File: src/rtl/mdu_ctrl.sv
// Iterative multiply/divide controller for the HI/LO register pair.
// Shift-add multiply and restoring divide on magnitudes, then a sign fix-up and a one-cycle write-back.
//
// state | meaning
// IDLE  | waiting for Start with a valid Op
// MUL   | shift-add iterations, SIZE cycles
// DIV   | restoring-division iterations, SIZE cycles
// FIX   | two's-complement sign correction for signed ops
// WB    | Done pulse with exactly one HI/LO write enable
module mdu_ctrl #(
  parameter int SIZE = 32
) (
  input  logic            CLK,
  input  logic            RST,
  input  logic            Start,
  input  logic [2:0]      Op,
  input  logic [SIZE-1:0] SrcA,
  input  logic [SIZE-1:0] SrcB,
  output logic            Busy,
  output logic            Done,
  output logic            DivZero,
  output logic            HLEN,
  output logic            HEN,
  output logic            LEN,
  output logic [SIZE-1:0] ALUResult_1,
  output logic [SIZE-1:0] ALUResult_2
);

  localparam int CW = $clog2(SIZE) + 1;
  localparam logic [CW-1:0] CNT_LOAD = CW'(SIZE - 1);

  typedef enum logic [2:0] {S_IDLE, S_MUL, S_DIV, S_FIX, S_WB} state_t;

  state_t            state, state_nxt;
  logic [2:0]        op_q;
  logic              sign_a, sign_b, div_zero_q;
  logic [SIZE-1:0]   mag_a, mag_b, data_q;
  logic [2*SIZE-1:0] acc;
  logic [CW-1:0]     cnt;

  logic              start_ok, is_mul, is_div, sa_in, sb_in, b_zero;
  logic [SIZE-1:0]   mag_a_in, mag_b_in;
  logic [SIZE:0]     mul_sum, div_shift;
  logic              div_ge;
  logic [SIZE-1:0]   div_rem, acc_hi, acc_lo, fix_hi, fix_lo;
  logic [2*SIZE-1:0] fix_prod;

  assign start_ok = Start && (Op[2:1] != 2'b11);
  assign is_mul   = (Op[2:1] == 2'b00);
  assign is_div   = (Op[2:1] == 2'b01);
  assign b_zero   = (SrcB == '0);
  // Sign bits only matter for MULT/DIV; unsigned and move ops latch them as 0.
  assign sa_in    = ~Op[2] & ~Op[0] & SrcA[SIZE-1];
  assign sb_in    = ~Op[2] & ~Op[0] & SrcB[SIZE-1];
  assign mag_a_in = sa_in ? (~SrcA + 1'b1) : SrcA;
  assign mag_b_in = sb_in ? (~SrcB + 1'b1) : SrcB;

  assign acc_hi    = acc[2*SIZE-1:SIZE];
  assign acc_lo    = acc[SIZE-1:0];
  assign mul_sum   = {1'b0, acc_hi} + (acc[0] ? {1'b0, mag_a} : '0);
  assign div_shift = {acc_hi, acc[SIZE-1]};
  assign div_ge    = (div_shift >= {1'b0, mag_b});
  assign div_rem   = div_ge ? SIZE'(div_shift - {1'b0, mag_b}) : div_shift[SIZE-1:0];
  assign fix_hi    = sign_a ? (~acc_hi + 1'b1) : acc_hi;
  assign fix_lo    = (sign_a ^ sign_b) ? (~acc_lo + 1'b1) : acc_lo;
  assign fix_prod  = (sign_a ^ sign_b) ? (~acc + 1'b1) : acc;

  always_ff @(posedge CLK or negedge RST) begin
    if (!RST) state <= S_IDLE;
    else      state <= state_nxt;
  end

  always_comb begin
    state_nxt   = state;
    Busy        = (state != S_IDLE);
    Done        = 1'b0;
    DivZero     = 1'b0;
    HLEN        = 1'b0;
    HEN         = 1'b0;
    LEN         = 1'b0;
    ALUResult_1 = '0;
    ALUResult_2 = '0;
    case (state)
      S_IDLE: begin
        if (start_ok) begin
          if (is_mul)      state_nxt = S_MUL;
          else if (is_div) state_nxt = b_zero ? S_WB : S_DIV;
          else             state_nxt = S_WB;
        end
      end
      S_MUL: if (cnt == '0) state_nxt = S_FIX;
      S_DIV: if (cnt == '0) state_nxt = S_FIX;
      S_FIX: state_nxt = S_WB;
      S_WB: begin
        state_nxt = S_IDLE;
        Done      = 1'b1;
        if (op_q[2]) begin
          HEN         = ~op_q[0];
          LEN         = op_q[0];
          ALUResult_1 = data_q;
        end else begin
          HLEN    = 1'b1;
          DivZero = div_zero_q;
          if (div_zero_q) begin
            ALUResult_1 = data_q;
            ALUResult_2 = '1;
          end else begin
            ALUResult_1 = acc_hi;
            ALUResult_2 = acc_lo;
          end
        end
      end
      default: state_nxt = S_IDLE;
    endcase
  end

  always_ff @(posedge CLK or negedge RST) begin
    if (!RST) begin
      op_q       <= '0;
      sign_a     <= 1'b0;
      sign_b     <= 1'b0;
      div_zero_q <= 1'b0;
      mag_a      <= '0;
      mag_b      <= '0;
      data_q     <= '0;
      acc        <= '0;
      cnt        <= '0;
    end else begin
      case (state)
        S_IDLE: begin
          if (start_ok) begin
            op_q       <= Op;
            sign_a     <= sa_in;
            sign_b     <= sb_in;
            div_zero_q <= is_div & b_zero;
            mag_a      <= mag_a_in;
            mag_b      <= mag_b_in;
            data_q     <= SrcA;
            cnt        <= CNT_LOAD;
            acc        <= {{SIZE{1'b0}}, (is_mul ? mag_b_in : mag_a_in)};
          end
        end
        S_MUL: begin
          acc <= {mul_sum, acc[SIZE-1:1]};
          cnt <= cnt - 1'b1;
        end
        S_DIV: begin
          acc <= {div_rem, acc[SIZE-2:0], div_ge};
          cnt <= cnt - 1'b1;
        end
        // Remainder follows the dividend sign; quotient and product follow sA^sB.
        S_FIX: acc <= op_q[1] ? {fix_hi, fix_lo} : fix_prod;
        default: ;
      endcase
    end
  end

endmodule

File: config.mk
export PLATFORM = sky130hd
export DESIGN_NAME = mdu_ctrl
export DESIGN_NICKNAME = d
export VERILOG_FILES = /design/src/rtl/mdu_ctrl.sv
export SDC_FILE = /design/constraint.sdc
export NUM_CORES = 1
export LEC_CHECK = 0
export ABC_AREA = 1
export CAP_MARGIN = 10
export CORE_ASPECT_RATIO = 1.25
export CORE_UTILIZATION = 45
export CTS_CLUSTER_DIAMETER = 50
export DETAILED_ROUTE_END_ITERATION = 7
export GPL_TIMING_DRIVEN = 0
export PLACE_DENSITY_LB_ADDON = 0.08
export SETUP_SLACK_MARGIN = 0.05
export SLEW_MARGIN = 25
export SYNTH_ARGS = -nofsm -noshare
export SYNTH_HDL_FRONTEND = slang
export SYNTH_SLANG_ARGS = --single-unit
File: constraint.sdc
create_clock -name CLK -period 2.8 [get_ports CLK]
set_input_delay 0.42 -clock CLK [delete_from_list [all_inputs] [get_ports CLK]]
set_output_delay 0.42 -clock CLK [all_outputs]
set_load 0.02 [all_outputs]
==> results.tsv, run 1 <==
stage	metric	value	unit
sta	Worst-Margin Slew	1132	ps
power	worst vdd ir	709.5	µV
route	Post-Route WL	94080	µm
clock_network	clock root buffer	clkbuf_16	
worst_setup_path	Worst Path Max Fanout	10	
die	Starting Density	0.4576	
yosys	Post-Syn Area per Cell	5.785	µm²
sta	setup ws final	35.86	ps
sta	Max Clock Freq	361.8	MHz
sta	Final setup violation count	0	
yosys	Yosys top cell area share	0.2372	
sta	RSZ-0062 raised after global routing	yes	
worst_hold_path	Hold Crit Class	in2async	
route	Vias/cell	5.902	
clock_network	Clock Sinks	174	
route	vias	23155	
layout	Layout Nets	3505	
worst_setup_path	Reg2Reg Setup Slack	40	ps
die	FP Rows	82	
yosys	yosys warns	0	
route	WL/cell	23.98	µm
clock_network	CTS buffer count	17	
global_routing	met3 usage	0.09275	
place	global placer's final weighted congestion	1.103	
yosys	Cell variety after synth	55	
yosys	Post-Syn Area	18360	µm²
sta	Tcrit/Tclk final	0.9872	
place	dpl cells	3860	
yosys	Seq/Total Area, Yosys	0.2372	
clock_network	clock buffer depth	2	
yosys	Synth area leaders	dfrtp_1 (24%), nand2_1 (21%), nand3_1 (8.8%)	
worst_setup_path	Worst Setup Start Kind	register	
global_routing	vias in the first global route	21530	
power	Power Dens Cells	1140	nW/µm²
die	Die H	227.8	µm
clock_network	H-tree Lvls	4	
yosys	number of flops mapped to enable cells by yosys	0	
layout	Final Util	0.5560	
global_routing	gr ovfl total	0	
sta	Hold Slack	317.5	ps
run_status	status	completed	
route	drc violations	0	
yosys	asr flop ratio synth	1.000	
place	post-DP HPWL	76470	µm
place	dpl ws	-651.9	ps
global_routing	gr usage total	0.4462	
power	leakage power	0.01084	µW
die	CORE AREA	40120	µm²
layout	Layout Area Growth over Synthesis	21.51	%
yosys	area leader, netlist	dfrtp_1	
route	initial DRC count	3131	
clock_network	clk_lat worst skew	480	ps
global_routing	met1 usage	0.5304	
layout	fin cells	3923	
global_routing	largest net degree at the start of global routing	91	
clock_network	CTS tree	yes	
sta	min Tclk post-route	2764	ps
die	count of boundary I/O pins	140	
sta	relative slew slack	0.2453	
global_routing	GR Util met2	0.6892	
yosys	ys flop type	dfrtp_1	
die	DIE AREA	41610	µm²
sta	Layout Skew	14.58	ps
sta	Slew Limit Fails	0	
clock_network	clock slew at reported path FFs	80	ps
worst_setup_path	Arr. time, crit path	3130	ps
sta	setup TNS	0	ps
yosys	Syn Nets	3315	
global_routing	first-pass GRT wire length	135500	µm
layout	share of layout cells above drive strength 1	0.1336	
worst_setup_path	Setup crit end kind	register	
route	Routed Antenna Nets	0	
sta	final number of hold-violating endpoints	0	
worst_setup_path	critical path type	reg2reg	
yosys	Mapped Cells	3173	
yosys	synthesized flop and latch total	174	
run	max-cap violations	0	
global_routing	gr busiest metal	met2	
worst_setup_path	worst path required time	3160	ps
place	port bufs	139	
route	drt pass-1 iters	8	
global_routing	initial antenna violation count	4	
die	die extent in x	182.6	µm
## layer usage
layer,share of wire,wire length (µm)
met1,0.37,34550
met2,0.44,41240
met3,0.098,9241
met4,0.096,9031
met5,0.00020,19
## report_power, final
group          total (µW)  internal, µW  switching [µW]
clock network        2590          1420            1170
registers            5020          3680            1330
logic               17800          5440           12400
## Yosys cell counts, types with 4 or more instances
library cell / number
o211ai_1: 7
a221oi_1: 4
or2_2: 10
inv_1: 418
a311oi_1: 11
buf_1: 10
nor4_1: 4
o21a_1: 4
nand3b_1: 14
o22ai_1: 18
dfrtp_1: 174
nor3_1: 41
a21o_1: 4
nand3_1: 323
nand3_2: 9
xor2_1: 61
nand2_1: 1038
nor2_2: 6
a22oi_1: 6
o21ai_0: 183
a31oi_1: 25
nand2_2: 5
nand4_1: 29
buf_2: 27
o221ai_1: 7
a21oi_1: 169
ha_1: 70
clkbuf_1: 58
inv_2: 14
xnor2_1: 17
o21ai_1: 15
a211oi_1: 4
nor2_4: 4
nor2_1: 347
## through the flow
stage | power (µW) | area (µm²)
final | 25420 | 22300
after floorplan | 14570 | 18360
after CTS | 23620 | 21590
after detailed placement | 20490 | 20490
after global placement | 20270 | 20430
after global routing | 26830 | 22300
## layout by cell type (no fill, tap or decap), drive strengths merged, types with 7 or more instances in the layout
master / synthesis / final
o221ai: 7 / 7
o22ai: 18 / 18
o211ai: 7 / 7
clkdlybuf4s50: 0 / 73
clkdlybuf4s15: 0 / 11
dfrtp: 174 / 174
nand3b: 14 / 14
clkinv: 3 / 7
a31oi: 25 / 25
nand3: 332 / 332
or2: 11 / 11
clkbuf: 58 / 94
o21ai: 201 / 201
a311oi: 11 / 11
nand4: 29 / 29
xor2: 61 / 61
a21oi: 169 / 169
ha: 70 / 70
nor3: 45 / 45
nand2: 1045 / 1045
buf: 43 / 104
nor2: 357 / 357
xnor2: 17 / 17
inv: 432 / 434
## final timing paths
kind / start / endpoint / depth (start not counted)
setup / recovery: acc[38]$_DFFE_PN0P_ / acc[61]$_DFFE_PN0P_ / 15
hold / removal: RST / cnt[1]$_DFFE_PN0P_ / 2
setup reg to reg: acc[38]$_DFFE_PN0P_ / acc[61]$_DFFE_PN0P_ / 15
hold reg to reg: mag_a[4]$_DFFE_PN0P_ / mag_a[4]$_DFFE_PN0P_ / 2
max in group asynchronous: RST / acc[3]$_DFFE_PN0P_ / 4
min in group CLK: mag_a[4]$_DFFE_PN0P_ / mag_a[4]$_DFFE_PN0P_ / 2
## cell type report
type | count | area (µm²)
clock inverter | 14 | 185.2
inverter | 435 | 1642
tap | 546 | 683.2
sequential | 174 | 4394
multi-input combinational | 2463 | 13000
timing repair buffer | 172 | 1483
fill | 4158 | 17810
clock buffer | 17 | 425.4
antenna | 2 | 5.005
buffer | 100 | 490.5
## registers in the layout (all words and copies together) (netlist names)
register / flops
op_q: 3
cnt: 6
data_q: 31
div_zero_q: 1
mag_b: 32
sign_a: 1
state: 3
acc: 64
sign_b: 1
mag_a: 32
## cell families (layout without fill, tap and decap cells)
| group | after synthesis | in the layout | share of synthesized area |
|---|---|---|---|
| and+or+nand+nor | 1843 | 1843 | 0.4206 |
| other | 0 | 2 | 0 |
| DFF | 174 | 174 | 0.2372 |
| buffers and inverters | 536 | 738 | 0.1133 |
| adders and majority gates | 72 | 72 | 0.04990 |
| xor gates and xnor gates | 78 | 78 | 0.03722 |
| AOI/OAI and AO/OA | 469 | 469 | 0.1412 |
| muxes | 1 | 1 | 0.0006135 |
## timing repair
| action | 4_1_cts | 5_1_grt |
|---|---|---|
| hold buffers | 1 | 0 |
| resized for setup | 260 | 269 |
| endpoints found under the hold margin | 6 | 0 |
| setup buffers | 14 | 16 |
| setup endpoints to repair | 102 | 94 |
| pin swaps | 4 | 16 |
## worst max-delay path, stage by stage, from the launching register on
cell     delay [ps]
dfrtp_2         530
ha_4            340
nand2_1          90
nor2_1          190
inv_1            60
nor2_1          230
nand3_1         170
nand3_2         120
nor2_4           70
nand2_8         100
buf_8           200
nand3_4         190
nand2_1         150
nand3_1          70
nand2_1          60
nand2_1          50
No activity file was read; power rests on OpenSTA's default activity.
==> run 2, diff against run 1 <==
Settings changed: ABC_AREA 1 to not set, CTS_BUF_LIST set to sky130_fd_sc_hd__clkbuf_8.
==> run 2 against run 1 <==
Compared with the run above:
- the flow now finishes with violations (design-rule violations, negative setup slack)
- hold slack got worse by 72 ps
- final area fell by 6.9%
- power fell by 3.9%
- synthesized cell count fell by 36%
- sequential share of layout area rose by 1.5 points
- count of clock-buffer cells in the layout rose by 4
- setup slack got worse by 720 ps
- global-route usage fell by 5.2 points
- largest power group unchanged
- register-to-register slack got worse by 720 ps
- combinational power barely moved
- clock skew rose by 5.0 ps
==> results.tsv, run 2 <==
stage	metric	value	unit
yosys	Synth area leaders	dfrtp_1 (29%), nand2_1 (9.6%), o21ai_0 (7.1%)	
route	WL/cell	25.03	µm
route	Vias/cell	6.220	
sta	relative slew slack	0.2871	
worst_setup_path	critical path type	reg2reg	
global_routing	gr usage total	0.3942	
die	count of boundary I/O pins	140	
yosys	Syn Nets	2188	
power	Internal	11570	µW
global_routing	gr ovfl total	0	
yosys	asr flop ratio synth	1.000	
yosys	Cell variety after synth	74	
die	FP Rows	74	
worst_setup_path	Worst Setup SP	acc[0]$_DFFE_PN0P_	
worst_setup_path	Setup crit end kind	register	
clock_network	CTS buffer count	17	
clock_network	clock root buffer	clkbuf_8	
worst_setup_path	CP max stage cell	or4b_4	
layout	most frequent cells in the layout	nand2_1 (370), o21ai_0 (163), dfrtp_1 (140)	
layout	commonest non-fill, non-tap cell in the layout	nand2_1	
place	dpl cells	2605	
clock_network	clock slew at reported path FFs	90	ps
die	die extent in x	165.8	µm
yosys	ys flop type	dfrtp_1	
clock_network	Clock Sinks	174	
sta	min Tclk post-route	3484	ps
worst_setup_path	reg2reg path depth	15	
yosys	yosys warns	0	
worst_setup_path	Reg2Reg Setup Slack	-680	ps
power	Power Dens Cells	1177	nW/µm²
power	Sw Ratio	0.5264	
worst_setup_path	Worst Setup Start Kind	register	
yosys	Mapped Cells	2046	
yosys	Post-Syn Area per Cell	7.374	µm²
sta	RSZ-0062 raised after global routing	yes	
layout	Layout Area Growth over Synthesis	37.56	%
worst_setup_path	Top cell by count, worst path	buf_6	
sta	setup ws final	-684.4	ps
global_routing	initial antenna violation count	2	
route	Post-Route WL	69620	µm
worst_hold_path	hold wc startpoint	SrcA[4]	
power	switching power	12860	µW
global_routing	vias in the first global route	16674	
worst_setup_path	worst path required time	3190	ps
worst_hold_path	Worst Hold End	data_q[4]$_DFFE_PN0P_	
yosys	area leader, netlist	dfrtp_1	
worst_setup_path	CP Cell Sequence	buf_6 -> buf_6 -> inv_4 -> ha_4 -> or4b_4 -> nor3_4 -> nand3_4 -> o41ai_4 -> buf_6 -> nand3_4 -> or3_4 -> nor3_4 -> mux2i_1 -> o22ai_1 -> a221o_1	
worst_setup_path	CP Buf/Inv Count	4	
worst_setup_path	RR Endpoint	acc[48]$_DFFE_PN0P_	
power	power share of the clock group	0.075	
yosys	most frequent cell after synthesis	nand2_1	
global_routing	largest net degree at the start of global routing	76	
layout	Largest Register	acc	
route	vias	17298	
route	drc violations	8	
power	Tot Pwr	24430	µW
layout	fin cells	2781	
layout	Largest register FFs	64	
clock_network	clk_lat worst skew	520	ps
worst_setup_path	CP peak stage delay	480	ps
place	global placer's final weighted congestion	0.9743	
yosys	Seq/Total Area, Yosys	0.2886	
worst_setup_path	Arr. time, crit path	3880	ps
sta	final number of hold-violating endpoints	0	
sta	Max Clock Freq	287.0	MHz
power	leakage power	0.009009	µW
die	CORE AREA	32870	µm²
die	Die H	206.7	µm
clock_network	H-tree Lvls	4	
worst_setup_path	cell family with most CP delay	simple AND/OR/NAND/NOR gates	
layout	Layout Nets	2491	
yosys	Post-Syn Area	15090	µm²
layout	Filler Cells Inserted	2975	
run_status	failing checks	design-rule violations, negative setup slack	
sta	Layout Skew	19.54	ps
power	Sequential Power Share	0.207	
place	post-DP HPWL	50690	µm
sta	Final setup violation count	43	
yosys	number of flops mapped to enable cells by yosys	0	
layout	top flop regs	acc (64), mag_a (32), mag_b (32)	
global_routing	first-pass GRT wire length	100300	µm
worst_setup_path	Worst Path Max Fanout	4	
route	Routed Antenna Nets	0	
sta	Worst-Margin Slew	1060	ps
power	worst vdd ir	512.4	µV
yosys	synthesized flop and latch total	174	
run_status	status	complete, but fails checks	
yosys	top post-synthesis cells by count	nand2_1 (384), o21ai_0 (214), dfrtp_1 (174)	
sta	Tcrit/Tclk final	1.244	
die	Starting Density	0.4590	
layout	share of layout cells above drive strength 1	0.2570	
clock_network	clock buffer depth	2	
run	max-cap violations	0	
worst_hold_path	Hold Crit Class	in2reg	
power	Comb pwr share	0.718	
worst_setup_path	reg2reg start	acc[0]$_DFFE_PN0P_	
sta	Slew Limit Fails	0	
route	drt pass-1 iters	8	
yosys	Yosys top cell area share	0.2886	
worst_hold_path	hold path cells	3	
place	port bufs	139	
die	DIE AREA	34270	µm²
route	initial DRC count	1582	
clock_network	CTS tree	yes	
run 2: changes by cell type after synthesis, moves of 29 or more:
cell and change:
inv_1 -349, a21o_1 +29, o21a_1 +37, o21ai_0 +31, nand2_1 -654, clkbuf_1 +66, nand3_1 -303, or3_1 +31
nor2_1 -192, and2_1 +36, xnor2_1 +44
run 2: cells by family after synthesis:
family | count (synthesis) | synth area share
buffers and inverters | 201 | 0.05067
xor gates and xnor gates | 124 | 0.07198
AOI/OAI and AO/OA | 650 | 0.2688
adders and majority gates | 72 | 0.06070
and+or+nand+nor | 800 | 0.2420
DFF | 174 | 0.2886
muxes | 25 | 0.01725
run 2: per-stage QoR:
stage                     utilization  setup slack, ps  hold slack (ps)  setup TNS, ps  cell area, µm²
after floorplan                     -           -521.0            124.4          -3380           15320
after global placement         0.5245            -6287            454.5       -1381950           17240
after detailed placement       0.5264            -2266            367.4        -281860           17300
after CTS                      0.5952           -681.1            407.5         -16480           19560
after global routing           0.6314           -804.4            265.0         -22510           20750
final                          0.6314           -684.4            245.7         -17360           20750
run 2: repair_timing:
action | in CTS | in global routing
hold buffers | 1 | 0
endpoints found under the setup margin | 238 | 191
gates resized for setup | 396 | 234
cloned | 3 | 1
buffers inserted | 98 | 84
pin swaps | 87 | 131
endpoints found under the hold margin | 49 | 0
run 2: layer usage:
layer  share of wire  wire length (µm)  global-route usage  vias to the layer above
met4           0.070              4882              0.2450                        4
met5         0.00037                26                   0                        -
met3           0.082              5708             0.06520                      281
met1            0.38             26270              0.4679                     8192
met2            0.47             32720              0.6730                      921
li1                -                 -                   -                     7900
run 2: how the worst max path moves through the flow:
stage / to / cells after the start
6_report: acc[48]$_DFFE_PN0P_ / 15
2_1_floorplan: acc[48]$_DFFE_PN0P_ / 11
3_3_place_gp: data_q[25]$_DFFE_PN0P_ / 1
5_1_grt: acc[58]$_DFFE_PN0P_ / 16
4_1_cts: acc[63]$_DFFE_PN0P_ / 12
3_5_place_dp: acc[39]$_DFFE_PN0P_ / 11
run 2: area by class of cell:
| class | count | area, µm² | share of cell area |
|---|---|---|---|
| multi-input combinational | 1671 | 11720 | 0.5646 |
| sequential | 174 | 4397 | 0.2118 |
| buffer | 96 | 563.0 | 0.02713 |
| clock inverter | 11 | 92.59 | 0.004461 |
| tap | 418 | 523.0 | 0.02520 |
| inverter | 70 | 265.3 | 0.01278 |
| antenna | 1 | 2.502 | 0.0001206 |
| clock buffer | 21 | 289.0 | 0.01393 |
| timing repair buffer | 319 | 2904 | 0.1399 |
run 2: worst min-delay path, stage by stage:
cell and delay, ps:
dlymetal6s2s_1 170, nand2_1 70, nand2_1 40
run 2: power by group through the flow:
stage | Combinational (µW) | Clock [µW] | Sequential [µW]
CTS | 15500 | 1820 | 4870
global route | 18700 | 1930 | 5180
detailed placement | 13200 | 0 | 4810
floorplan | 9170 | 0 | 4340
global placement | 13100 | 0 | 4790
finish | 17500 | 1830 | 5050
